$ cat src/rtl/ex_mem.sv
// EX/MEM pipeline register: carries the EX result into MEM and returns the
// multi-cycle multiply-accumulate partial state to EX while EX is stalled.
module ex_mem #(
    parameter int DATA_W     = 32,
    parameter int REG_ADDR_W = 5,
    parameter int ALUOP_W    = 8
) (
    input  logic                  clk,
    input  logic                  rst,
    input  logic [5:0]            stall,
    input  logic                  flush,
    input  logic [REG_ADDR_W-1:0] ex_wd,
    input  logic                  ex_wreg,
    input  logic [DATA_W-1:0]     ex_wdata,
    input  logic [ALUOP_W-1:0]    ex_aluop,
    input  logic [DATA_W-1:0]     ex_mem_addr,
    input  logic [DATA_W-1:0]     ex_reg2,
    input  logic                  ex_whilo,
    input  logic [DATA_W-1:0]     ex_hi,
    input  logic [DATA_W-1:0]     ex_lo,
    input  logic [2*DATA_W-1:0]   hilo_i,
    input  logic [1:0]            cnt_i,
    output logic [REG_ADDR_W-1:0] mem_wd,
    output logic                  mem_wreg,
    output logic [DATA_W-1:0]     mem_wdata,
    output logic [ALUOP_W-1:0]    mem_aluop,
    output logic [DATA_W-1:0]     mem_mem_addr,
    output logic [DATA_W-1:0]     mem_reg2,
    output logic                  mem_whilo,
    output logic [DATA_W-1:0]     mem_hi,
    output logic [DATA_W-1:0]     mem_lo,
    output logic                  mem_valid,
    output logic [2*DATA_W-1:0]   hilo_o,
    output logic [1:0]            cnt_o
);

    logic [REG_ADDR_W-1:0] wd_q, wd_d;
    logic                  wreg_q, wreg_d;
    logic [DATA_W-1:0]     wdata_q, wdata_d;
    logic [ALUOP_W-1:0]    aluop_q, aluop_d;
    logic [DATA_W-1:0]     addr_q, addr_d;
    logic [DATA_W-1:0]     reg2_q, reg2_d;
    logic                  whilo_q, whilo_d;
    logic [DATA_W-1:0]     hi_q, hi_d;
    logic [DATA_W-1:0]     lo_q, lo_d;
    logic                  valid_q, valid_d;
    logic [2*DATA_W-1:0]   hilo_q, hilo_d;
    logic [1:0]            cnt_q, cnt_d;

    wire ex_stalled  = stall[3];
    wire mem_stalled = stall[4];

    always_comb begin
        wd_d    = wd_q;
        wreg_d  = wreg_q;
        wdata_d = wdata_q;
        aluop_d = aluop_q;
        addr_d  = addr_q;
        reg2_d  = reg2_q;
        whilo_d = whilo_q;
        hi_d    = hi_q;
        lo_d    = lo_q;
        valid_d = valid_q;
        hilo_d  = hilo_q;
        cnt_d   = cnt_q;
        if (flush || (ex_stalled && !mem_stalled)) begin
            // Flush and bubble both empty the MEM side; only a bubble keeps the MAC state.
            wd_d    = '0;
            wreg_d  = 1'b0;
            wdata_d = '0;
            aluop_d = '0;
            addr_d  = '0;
            reg2_d  = '0;
            whilo_d = 1'b0;
            hi_d    = '0;
            lo_d    = '0;
            valid_d = 1'b0;
            hilo_d  = flush ? '0 : hilo_i;
            cnt_d   = flush ? 2'd0 : cnt_i;
        end else if (!ex_stalled) begin
            wd_d    = ex_wd;
            wreg_d  = ex_wreg;
            wdata_d = ex_wdata;
            aluop_d = ex_aluop;
            addr_d  = ex_mem_addr;
            reg2_d  = ex_reg2;
            whilo_d = ex_whilo;
            hi_d    = ex_hi;
            lo_d    = ex_lo;
            valid_d = 1'b1;
            hilo_d  = '0;
            cnt_d   = 2'd0;
        end
    end

    always_ff @(posedge clk or negedge rst) begin
        if (!rst) begin
            wd_q    <= '0;
            wreg_q  <= 1'b0;
            wdata_q <= '0;
            aluop_q <= '0;
            addr_q  <= '0;
            reg2_q  <= '0;
            whilo_q <= 1'b0;
            hi_q    <= '0;
            lo_q    <= '0;
            valid_q <= 1'b0;
            hilo_q  <= '0;
            cnt_q   <= 2'd0;
        end else begin
            wd_q    <= wd_d;
            wreg_q  <= wreg_d;
            wdata_q <= wdata_d;
            aluop_q <= aluop_d;
            addr_q  <= addr_d;
            reg2_q  <= reg2_d;
            whilo_q <= whilo_d;
            hi_q    <= hi_d;
            lo_q    <= lo_d;
            valid_q <= valid_d;
            hilo_q  <= hilo_d;
            cnt_q   <= cnt_d;
        end
    end

    assign mem_wd       = wd_q;
    assign mem_wreg     = wreg_q;
    assign mem_wdata    = wdata_q;
    assign mem_aluop    = aluop_q;
    assign mem_mem_addr = addr_q;
    assign mem_reg2     = reg2_q;
    assign mem_whilo    = whilo_q;
    assign mem_hi       = hi_q;
    assign mem_lo       = lo_q;
    assign mem_valid    = valid_q;
    assign hilo_o       = hilo_q;
    assign cnt_o        = cnt_q;

endmodule

$ cat config.mk
export PLATFORM = sky130hd
export DESIGN_NAME = ex_mem
export DESIGN_NICKNAME = d
export VERILOG_FILES = /design/src/rtl/ex_mem.sv
export SDC_FILE = /design/constraint.sdc
export NUM_CORES = 1
export LEC_CHECK = 0
export ABC_AREA = 1
export BUFFER_PORTS_ARGS = -buffer_cell sky130_fd_sc_hd__buf_4
export CORE_AREA = 3 3 190 192
export CTS_CLUSTER_SIZE = 24
export DETAILED_ROUTE_END_ITERATION = 10
export DIE_AREA = 0 0 193 195
export GPL_ROUTABILITY_DRIVEN = 0
export GPL_TIMING_DRIVEN = 0
export SYNTH_ARGS = -nofsm -noshare
export SYNTH_HDL_FRONTEND = slang
export SYNTH_SLANG_ARGS = --single-unit
$ cat constraint.sdc
create_clock -name clk -period 0.8 [get_ports clk]
set_clock_uncertainty 0.1 [all_clocks]
set_input_delay 0.04 -clock clk [delete_from_list [all_inputs] [get_ports clk]]
set_output_delay 0.04 -clock clk [all_outputs]
set_load 0.1 [all_outputs]
### Word-level counts from Yosys, hierarchy flattened

Cells that the tools add are included.

* multiplexer cells: 26
* equality and inequality tests: 1
* reduce and logical (&&, ||, !) cells: 3

Operator list (count)
* 2-to-1 mux 32 bit: 10
* 2-to-1 mux 64 bit: 3
* 2-to-1 mux 8 bit: 2
* 2-to-1 mux 5 bit: 2
* 2-to-1 mux 1 bit: 6
* 2-to-1 mux 2 bit: 3
* != test 2 x 1 -> 1 bit, second input constant: 1
* logical AND 1 bit: 1
* zero test 1 bit: 1
* logical OR 1 bit: 1

* bits of input ports: 250
* word-level logic and storage cells: 42
* register bits after elaboration: 242
* output and inout port bits: 242

### Depth between registers and ports, before layout

Gate-level depths: netlist (run 1).

* depth after elaboration: 4
* mapped depth: 6
* gate-level depth less buffers: 3

### Worst setup path after synthesis (run 1)

Ideal clock, no wire load.

* path type: register to register
* start: register, netlist name cnt_o[0]
* end: register cnt_q[0] (netlist: cnt_o[0])
* period minus slack after synthesis: 1.316 ns
* setup slack: -0.516 ns
* library setup time: 0.068 ns
* buffers on the path: 0
* data required time: 0.632 ns
* arrival time: 1.148 ns
* stages on the path, launching flop included: 3
* cells stage by stage: dfrtp_1 > nand4_1 > nand2_1

RTL lines
* end signal, assigned: RTL line 122 `cnt_q <= cnt_d;`
* end, declared: RTL line 48 `logic [1:0] cnt_q, cnt_d;`

### Worst setup path in the final report (run 1)

* start: input port flush
* end: register hi_q[13] (netlist: mem_hi[13])

* longest elaborated chain between the ends: 2
* elaborated cells between the ends (all ways): 3
* classes of those cells: eq/ne (1); mux (1); reduce/logical (1)

RTL lines
* start, declared: RTL line 11 `input logic flush,`
* logical OR 1 bit *: RTL line 66 `if (flush || (ex_stalled && !mem_stalled)) begin`
* != test 2 x 1 -> 1 bit (no source line) / 2-to-1 mux 32 bit (equally long branches)
* end signal, assigned: RTL line 118 `hi_q <= hi_d;`
* end, declared: RTL line 44 `logic [DATA_W-1:0] hi_q, hi_d;`

Mark *: on every way between the ends. The rest lies on a longest branch, timed or not.
A chain may end at the register's enable or synchronous reset.

==> summary.txt, run 1 <==
Timing
  • Setup TNS: -215.90 ns
  • Fin. max-slew vios: 0
  • Hold Vio Cnt, Final: 255
  • Period utilization: 176.9%
  • Hold Slack: -0.7488 ns
  • RSZ-0062 raised after global routing: true
  • Min Tclk post-route: 1.415 ns
  • Worst setup margin: -0.6150 ns
  • Worst Tran Pin Value: 0.6568 ns
  • Relative slew slack: 56.22%
  • Final Setup Violations: 484
  • FMAX: 0.7067 GHz

Yosys
  • Area contributors post-synth: dfrtp_1 (60%), nand4_1 (19%), nand2_1 (15%)
  • Leading area contributor after synthesis: dfrtp_1
  • Sequential-to-total area share from yosys stat: 59.71%
  • Largest family of logic cells by synthesized area: simple AND/OR/NAND/NOR gates
  • Adder-cell share of the synthesized area: 0%
  • Mux contribution to synthesized area: 0%
  • Mapped Cells: 1,090
  • Yosys cell types: 10
  • Ys async rst share: 100.0%
  • Avg Cell Area, Syn: 9.305 sq um
  • Most common cell in the synthesized netlist: nand2_1
  • Post-synth top area share: 59.71%
  • Synth Area in Compound Gates: 0.04935%
  • Post-synth top flop: dfrtp_1
  • Area share of and/or/nand/nor cells after synthesis: 34.41%
  • Post-synthesis register bit count: 242
  • Ys Warns: 0
  • Mapped Area: 10,140 sq um
  • Post-Synth XOR/XNOR Area: 0%
  • Syn Nets: 1,340
  • EDFF count, synth: 0
  • Top post-synthesis cells by count: nand2_1 (417), nand4_1 (307), dfrtp_1 (242)

Job
  • Max Cap Violations: 0

Routing
  • DRT Wirelength: 49.78 mm
  • WL/cell: 21.16 um
  • Via density: 5.095
  • Detail Route Antenna Nets: 0
  • Drt first-iter violations: 588
  • Router iterations before antenna repair: 7
  • Max Used Layer: met5
  • DRC viols: 0
  • M1 WL: 17.64 mm
  • WL met2: 24.73 mm
  • Met3 wire len: 4.524 mm
  • DR vias: 11,980

Power
  • Leakage: 0.01015 uW
  • Cell area power density: 1740 nW/um^2
  • Sequential fraction of design power: 35.8%
  • Sw Share: 32.53%
  • Comb pwr share: 27.6%
  • Sw power: 12,500 uW
  • Internal Dissipation: 25,930 uW
  • Clock network power share: 36.7%
  • Peak supply drop: 1.408 mV

Finish
  • Seq. cell area: 6962 sq um
  • Filler cells: 2,402
  • # nets final: 2,121
  • Area of the multi-input gates: 3503 sq um
  • Share of cells above drive strength 1: 47.83%
  • Area growth syn-to-layout: 117.8%
  • Design area: 22,090 sq um

Floorplanning
  • Die Outline Area: 37,640 sq um
  • # rows: 68
  • # IOs: 492
  • Die height: 195 um
  • Initial Util: 29.36%
  • Chip width: 193 um
  • Core Region: 34,540 sq um

Worst setup path
  • Critical Path Source: flush
  • Worst setup SP type: input port
  • Crit path required time: 1.17 ns
  • Critical path endpoint: mem_hi[13]
  • Crit. End Element: flop
  • Reg2reg setup slack: -0.25 ns
  • Critical path's slowest cell: dlygate4sd3_1
  • Worst reg2reg path endpoint: mem_reg2[1]
  • Slowest cell delay on critical path: 0.59 ns
  • Worst R2R Start: mem_reg2[1]
  • CP max FO: 10
  • Crit path kind: in2reg
  • CP arrival: 1.78 ns
  • Worst r2r path cells: 3
  • Crit path cell chain: buf_4, dlygate4sd3_1, nor2_2, buf_4, buf_2, nand2_1, nand2_1

Clocking
  • Clock transition at path regs: 0.06 ns
  • Worst-Skew Late Latency: 0.53 ns
  • Root buffer cell: clkbuf_16
  • TritonCTS clock tree: built
  • Num CTS Buffers: 28
  • H-tree Lvls: 1
  • # clock sinks: 242
  • Clk buf depth: 3

Global route
  • Number of global-route vias before repair: 12,830
  • Grt total ovfl: 0
  • First-pass GRT wire length: 73.68 mm
  • Antenna violations before repair: 6
  • Largest net degree at the start of global routing: 110
  • GRT Overall Usage: 24.82%

Status
  • Failing checks: negative hold slack, negative setup slack
  • Outcome: finished with violations

Min path
  • Worst min path class: in2async

Placement
  • Dpl cell area: 15,330 sq um
  • Port bufs: 486
  • DP HPWL: 30.95 mm
-- how the worst min path moves through the flow --
stage | start | to
after CTS | rst | mem_reg2[8]
after floorplan | rst | cnt_o[0]
final | rst | mem_hi[25]
after global placement | flush | mem_valid
after detailed placement | rst | mem_reg2[11]
after global routing | rst | mem_hi[29]
-- power groups by stage --
stage | registers, uW | logic (uW) | clock network, uW
floorplan | 17600 | 1230 | 0
global placement | 13600 | 7950 | 0
detailed placement | 13700 | 8010 | 0
CTS | 13700 | 10400 | 14500
global route | 13800 | 11000 | 14900
finish | 13700 | 10600 | 14100
-- repair_timing --
item,CTS,global route
hold buffers,241,1
endpoints found under the setup margin,483,484
setup buffers,8,14
gates resized for setup,732,35
hold endpoints to repair,484,256
pin swaps,0,45
-- metrics by stage --
stage | total power (uW) | cells | utilization [%] | worst slack [ns] | hold WS (ns)
floorplan | 18820 | 1090 | - | -0.2433 | -0.3556
global placement | 21590 | 2031 | 44.19 | -3.047 | 0.1114
detailed placement | 21670 | 2033 | 44.37 | -0.7340 | -0.1879
CTS | 38570 | 2333 | 63.32 | -0.6108 | -0.7739
global route | 39720 | 2352 | 63.95 | -0.6872 | -0.7597
finish | 38430 | 2352 | 63.95 | -0.6150 | -0.7488
-- metal layers --
metal	track usage (%)	up-vias
met4	12.86	2
met1	27.46	5817
met5	0	-
li1	-	5388
met3	7.594	161
met2	42.73	616
-- critical path: cells and delay by family --
family | cells | cell delay (ns)
and+or+nand+nor | 3 | 0.47
buffers and inverters | 4 | 1.27
-- logic make-up (layout without fill, tap and decap cells) --
kind of cell,count (synthesis),count (layout)
buf+inv,122,924
flops,242,242
compound gates,1,1
simple gates,725,725
other cells,0,5
-- registers in the layout, indices dropped and copies added, names as in the netlist --
name and cells:
mem_wd 5, mem_wreg 1, mem_aluop 8, mem_whilo 1, mem_reg2 32, mem_mem_addr 32
mem_hi 32, hilo_o 64, mem_lo 32, cnt_o 2, mem_valid 1, mem_wdata 32
-- cells in the final DEF, fill, tap and decap left out, types with 2 or more instances in the layout --
cell type      Yosys  routed
clkbuf_4           0       5
buf_4              6     252
bufinv_16          0       4
nand2_1          417     416
diode_2            0       5
nand4_1          307     307
buf_6              0      22
buf_16             0       2
clkinv_2           0       6
buf_12             0     242
clkbuf_16          0      29
buf_1              4       3
dfrtp_4            0     241
buf_2             89      80
clkbuf_1          21      19
dlygate4sd3_1      0     242
inv_2              2       2
clkbuf_2           0       3
clkbuf_8           0       9
-- area by class of cell --
cell class	count	share of cell area [%]
clock buffer	38	3.846
sequential	242	31.51
timing repair buffer	751	42.54
buffer	120	2.781
antenna	5	0.05664
tap	455	2.577
inverter	2	0.03398
clock inverter	13	0.7929
multi-input combinational	726	15.86
Note: power is estimated with default switching activity, not from simulation.
==> run 2, diff against run 1 <==
--- a/config.mk
+++ b/config.mk
@@ -15,2 +15,3 @@
 export GPL_TIMING_DRIVEN = 0
+export SLEW_MARGIN = 30
 export SYNTH_ARGS = -nofsm -noshare
==> constraint.sdc (replaced) <==
create_clock -name clk -period 0.8 [get_ports clk]
set_clock_uncertainty 0.1 [all_clocks]
set_input_delay 0.16 -clock clk [delete_from_list [all_inputs] [get_ports clk]]
set_output_delay 0.16 -clock clk [all_outputs]
set_load 0.1 [all_outputs]
==> run 2 against run 1 <==
The run still ends with negative hold slack, negative setup slack left. Clock power shrank 13%. Die area stayed put. Utilization is essentially flat. Sequential share of layout area about the same. Count of clock-buffer cells in the layout grew 2. Highest routed layer unchanged. Largest cell class unchanged. Worst setup slack worse by 0.084 ns. Largest power group is now registers.
==> summary.txt, run 2 (synthesized netlist as in run 1, its figures left out) <==
Job
  • Max Cap Violations: 0

Timing
  • Final Setup Violations: 484
  • Fin. max-slew vios: 0
  • Min Tclk post-route: 1.499 ns
  • Hold Slack: -0.6122 ns
  • RSZ-0062 raised after global routing: true
  • Setup TNS: -174.64 ns
  • Hold Vio Cnt, Final: 181
  • Relative slew slack: 66.36%
  • Worst setup margin: -0.6987 ns
  • Worst Tran Pin Value: 0.5046 ns
  • FMAX: 0.6672 GHz
  • Period utilization: 187.3%

Finish
  • Share of cells above drive strength 1: 47.92%
  • Max reg flops: 64
  • Most frequent cells in the layout: nand2_1 (416), nand4_1 (307), buf_4 (263)
  • Non-filler instance count after layout: 2,354
  • Filler cells: 2,401
  • Area growth syn-to-layout: 117.9%
  • # nets final: 2,128
  • Commonest non-fill, non-tap cell in the layout: nand2_1

Global route
  • Grt total ovfl: 0
  • Antenna violations before repair: 3
  • GRT Overall Usage: 25.85%
  • Number of global-route vias before repair: 13,140
  • Largest net degree at the start of global routing: 81
  • First-pass GRT wire length: 76.48 mm

Worst setup path
  • Crit. End Element: primary output
  • Critical path's slowest cell: dfrtp_4
  • CP arrival: 1.24 ns
  • CP Buf/Inv Count: 1
  • Worst r2r path cells: 4
  • CP max FO: 2
  • Worst R2R Start: mem_reg2[15]
  • Slowest cell delay on critical path: 0.52 ns
  • Crit path cell chain: buf_12
  • Worst reg2reg path endpoint: mem_reg2[15]
  • Crit path kind: reg2out
  • Worst setup SP type: flop
  • Cell depth of the worst setup path: 1
  • Critical Path Source: mem_wdata[9]
  • Reg2reg setup slack: -0.28 ns
  • Delay-heaviest family, CP: flip-flops
  • Crit path required time: 0.54 ns

Floorplanning
  • Die Outline Area: 37,640 sq um
  • # rows: 68
  • Die height: 195 um
  • Initial Util: 29.36%
  • Core Region: 34,540 sq um
  • Chip width: 193 um
  • # IOs: 492

Power
  • Sequential fraction of design power: 37.4%
  • Peak supply drop: 1.582 mV
  • Sw Share: 33.84%
  • Sw power: 12,460 uW
  • Leakage: 0.01016 uW
  • Cell area power density: 1666 nW/um^2
  • Internal Dissipation: 24,370 uW
  • Clock network power share: 33.5%
  • Comb pwr share: 29.2%

Clocking
  • TritonCTS clock tree: built
  • Num CTS Buffers: 28
  • Clk buf depth: 3
  • Hold Buf Count CTS: 242
  • H-tree Lvls: 1
  • Root buffer cell: clkbuf_16
  • Clock transition at path regs: 0.06 ns
  • Worst-Skew Late Latency: 0.53 ns
  • # clock sinks: 242

Routing
  • WL/cell: 21.87 um
  • Detail Route Antenna Nets: 0
  • Via density: 5.181
  • Router iterations before antenna repair: 5
  • Drt first-iter violations: 752
  • DRT Wirelength: 51.48 mm
  • DRC viols: 0
  • DR vias: 12,200

Min path
  • Worst min path class: in2async

Placement
  • Port bufs: 486
  • DP HPWL: 31.91 mm
  • Post-placement cell count: 2,034

Status
  • Outcome: finished with violations
  • Failing checks: negative hold slack, negative setup slack
## run 2: changes by cell type in the layout (fill, tap and decap cells not counted), moves of 2 or more
cell       change
clkbuf_4       +2
bufinv_16      -4
clkinv_2       +3
buf_6         +11
buf_4         +11
clkbuf_2       +5
buf_2         -18
diode_2        -3
clkbuf_8       -4
## run 2: worst max-delay path by stage
stage	slack (ns)	to
after floorplan	-0.20	cnt_o[0]
after global placement	-3.13	mem_hi[4]
after detailed placement	-1.0	mem_reg2[22]
after CTS	-0.73	mem_wdata[9]
after global routing	-0.73	mem_wdata[9]
final	-0.70	mem_wdata[9]
## run 2: power by group through the flow
stage               clock network (uW)  registers [uW]  logic, uW
floorplan                            0           17600       1240
global placement                     0           13700       7950
detailed placement                   0           13700       8020
CTS                              12500           13700      10500
global route                     13100           13800      11100
finish                           12300           13800      10700
## run 2: stage by stage
step	power (uW)	utilization, %	setup WS, ns	instance area [sq um]
final	36830	63.97	-0.6987	22100
after global routing	38060	63.97	-0.7343	22100
after CTS	36770	63.43	-0.7309	21910
after detailed placement	21710	44.52	-0.9980	15380
after global placement	21610	44.26	-3.129	15290
after floorplan	18840	-	-0.2025	11070
## run 2: final cells by class
cell class,count,area [sq um],area share [%]
Clock buffer,40,817.0,3.697
Antenna cell,2,5.005,0.02265
Sequential cell,242,6964,31.51
Timing Repair Buffer,758,9493,42.96
Multi-Input combinational cell,726,3508,15.88
Inverter,2,8.758,0.03963
Clock inverter,9,48.80,0.2208
Tap cell,455,569.3,2.576
Buffer,120,684.4,3.097
## run 2: metal layers
metal	up-vias	GRT usage, %	wire length (um)
met3	160	7.433	4998
met1	5932	29.48	18270
met5	-	0	13
met4	2	11.49	2560
li1	5391	-	-
met2	711	44.76	25640
## run 2: timing repair
| action | 4_1_cts | 5_1_grt |
|---|---|---|
| pin swaps | 7 | 41 |
| buffers inserted | 14 | 20 |
| endpoints found under the hold margin | 423 | 181 |
| resized for setup | 761 | 46 |
| setup endpoints to repair | 484 | 484 |
==> run 3, diff against run 2 <==
- ABC_AREA: 1 -> unset
- SLEW_MARGIN: 30 -> unset
==> run 3 against run 2 <==
The flow still finishes with violations (negative hold slack, negative setup slack). Highest routed layer unchanged. Count of clock-buffer cells in the layout grew 2. Sequential power is essentially flat. Total power up 8.4%. Routed wire length rose by 0.82%. Critical path type unchanged. First-iteration DRC count down 36%. Area after synthesis is 8.1% higher. Combinational power grew 11%. Synthesized cell count down 17%. Critical path depth unchanged.
==> summary.txt, run 3 <==
Status
  • Failing checks: negative hold slack, negative setup slack
  • Outcome: finished with violations

Finish
  • Share of cells above drive strength 1: 69.11%
  • Final core occ: 72.60%
  • Commonest non-fill, non-tap cell in the layout: buf_12
  • Most frequent cells in the layout: buf_12 (250), buf_4 (249), dfrtp_4 (242)
  • # nets final: 2,068
  • Area growth syn-to-layout: 128.8%
  • Max reg flops: 64

Power
  • Sw power: 13,010 uW
  • Peak supply drop: 1.416 mV
  • Cell area power density: 1591 nW/um^2
  • Sw Share: 32.60%
  • Internal Dissipation: 26,900 uW
  • Comb pwr share: 29.9%
  • Leakage: 0.01015 uW
  • Clock network power share: 35.5%
  • Sequential fraction of design power: 34.5%

Clocking
  • Root buffer cell: clkbuf_16
  • TritonCTS clock tree: built
  • Worst-Skew Late Latency: 0.54 ns
  • Num CTS Buffers: 29
  • Clock transition at path regs: 0.06 ns
  • # clock sinks: 242
  • H-tree Lvls: 1
  • Hold Buf Count CTS: 241
  • Clk buf depth: 3

Job
  • Max Cap Violations: 0

Floorplanning
  • # IOs: 492
  • Die Outline Area: 37,640 sq um
  • Die height: 195 um
  • # rows: 68
  • Chip width: 193 um
  • Core Region: 34,540 sq um
  • Initial Util: 31.73%

Routing
  • Drt first-iter violations: 482
  • WL/cell: 22.58 um
  • DRC viols: 0
  • Router iterations before antenna repair: 5
  • DRT Wirelength: 51.90 mm
  • DR vias: 11,190
  • Detail Route Antenna Nets: 0
  • Via density: 4.868

Timing
  • Hold Slack: -0.6110 ns
  • Setup TNS: -203.05 ns
  • Hold Vio Cnt, Final: 242
  • Final Setup Violations: 484
  • Period utilization: 188.5%
  • Worst setup margin: -0.7080 ns
  • Fin. max-slew vios: 0
  • Relative slew slack: 48.77%
  • FMAX: 0.6631 GHz
  • Worst Tran Pin Value: 0.7684 ns
  • Min Tclk post-route: 1.508 ns
  • RSZ-0062 raised after global routing: true

Global route
  • Largest net degree at the start of global routing: 108
  • Antenna violations before repair: 5
  • First-pass GRT wire length: 74.92 mm
  • GRT Overall Usage: 25.47%
  • Grt total ovfl: 0
  • Number of global-route vias before repair: 12,550

Worst setup path
  • Crit. End Element: primary output
  • CP max FO: 2
  • Critical path's slowest cell: dfrtp_4
  • CP Buf/Inv Count: 1
  • Worst setup SP type: flop
  • CP arrival: 1.25 ns
  • Delay-heaviest family, CP: flip-flops
  • Crit path required time: 0.54 ns
  • Crit path cell chain: buf_12
  • Crit path kind: reg2out
  • Slowest cell delay on critical path: 0.52 ns

Yosys
  • Ys Warns: 0
  • Mapped Cells: 901
  • Leading area contributor after synthesis: dfrtp_1
  • Avg Cell Area, Syn: 12.16 sq um
  • Ys async rst share: 100.0%
  • Area contributors post-synth: dfrtp_1 (55%), nand3_2 (8.2%), nand2b_1 (7.5%)
  • Syn Nets: 1,151
  • Post-synth top flop: dfrtp_1
  • Post-synth top area share: 55.26%
  • EDFF count, synth: 0
  • Top post-synthesis cells by count: dfrtp_1 (242), nand2b_1 (131), a21oi_2 (90), nand3_2 (90)
  • Yosys cell types: 19
  • Most common cell in the synthesized netlist: dfrtp_1
  • Mapped Area: 10,960 sq um
  • Post-synthesis register bit count: 242
  • Sequential-to-total area share from yosys stat: 55.26%

Placement
  • Port bufs: 485
  • DP HPWL: 29.82 mm
  • Setup Slack @ Placement: -0.6912 ns

Min path
  • Worst min path class: in2async
-- run 3: cell types whose count changed in the layout (fill, tap and decap cells not counted), sizes merged, moves of 66 or more --
cell	previous run	this run
mux2i	0	66
nor2	1	67
nand2b	0	131
nand2	417	1
a21oi	1	131
nand3	0	130
nand4	307	0
buf	608	703
-- run 3: kinds of logic (layout without fill, tap and decap cells) --
group                  count (synthesis)  after routing  share of synthesized area (%)
AO/OA/AOI/OAI                        176            176                          13.18
buffers and inverters                 87           1025                          5.606
AND/OR/NAND/NOR                      330            330                          19.93
multiplexers                          66             66                          6.028
other                                  0              5                              0
flip-flops                           242            242                          55.26
-- run 3: what timing repair did --
item,CTS,global route
gates cloned,0,1
buffers inserted,112,86
endpoints found under the hold margin,483,242
setup endpoints to repair,484,484
pin swaps,80,53
gates resized for setup,860,146
-- run 3: path summary, 6_finish.rpt --
check	start	slack (ns)	cells after the start	to
hold reg to reg	hilo_o[63]	0.50	2	hilo_o[63]
setup reg to reg	mem_wdata[6]	-0.31	2	mem_wdata[6]
hold / removal	rst	-0.61	1	mem_wdata[8]
max in group asynchronous	rst	0.26	2	hilo_o[33]
min in group clk	flush	0.03	3	mem_valid
setup / recovery	hilo_o[57]	-0.71	1	hilo_o[57]
-- run 3: cell type report --
| cell class | instances | area, sq um |
|---|---|---|
| inverter | 1 | 3.754 |
| timing repair buffer | 886 | 10940 |
| fill | 2087 | 9465 |
| clock inverter | 10 | 152.6 |
| sequential | 242 | 6964 |
| clock buffer | 42 | 854.6 |
| antenna | 5 | 12.51 |
| multi-input combinational | 572 | 4863 |
| buffer | 86 | 720.7 |
| tap | 455 | 569.3 |
-- run 3: through the flow --
stage | instance area, sq um | total power [uW] | hold WS, ns | instances
2_1_floorplan | 12160 | 19360 | -0.2356 | 901
6_report | 25080 | 39910 | -0.6110 | 2299
5_1_grt | 25080 | 41100 | -0.6187 | 2298
3_5_place_dp | 16440 | 22100 | -0.04763 | 1843
4_1_cts | 24230 | 39470 | -0.6339 | 2248
3_3_place_gp | 16370 | 22010 | 0.2772 | 1841
-- run 3: routing by layer --
| layer | GRT usage (%) | vias to the layer above | wire [um] |
|---|---|---|---|
| met3 | 6.338 | 138 | 3529 |
| met5 | 0 | - | 13 |
| li1 | - | 4966 | - |
| met4 | 10.82 | 2 | 2435 |
| met1 | 29.21 | 5627 | 18980 |
| met2 | 44.90 | 458 | 26940 |
-- run 3: power groups by stage --
stage	logic (uW)	registers, uW	clock network [uW]
floorplan	1830	17500	0
global placement	8330	13700	0
detailed placement	8410	13700	0
CTS	11400	13700	14400
global route	12400	13800	14900
finish	11900	13800	14200
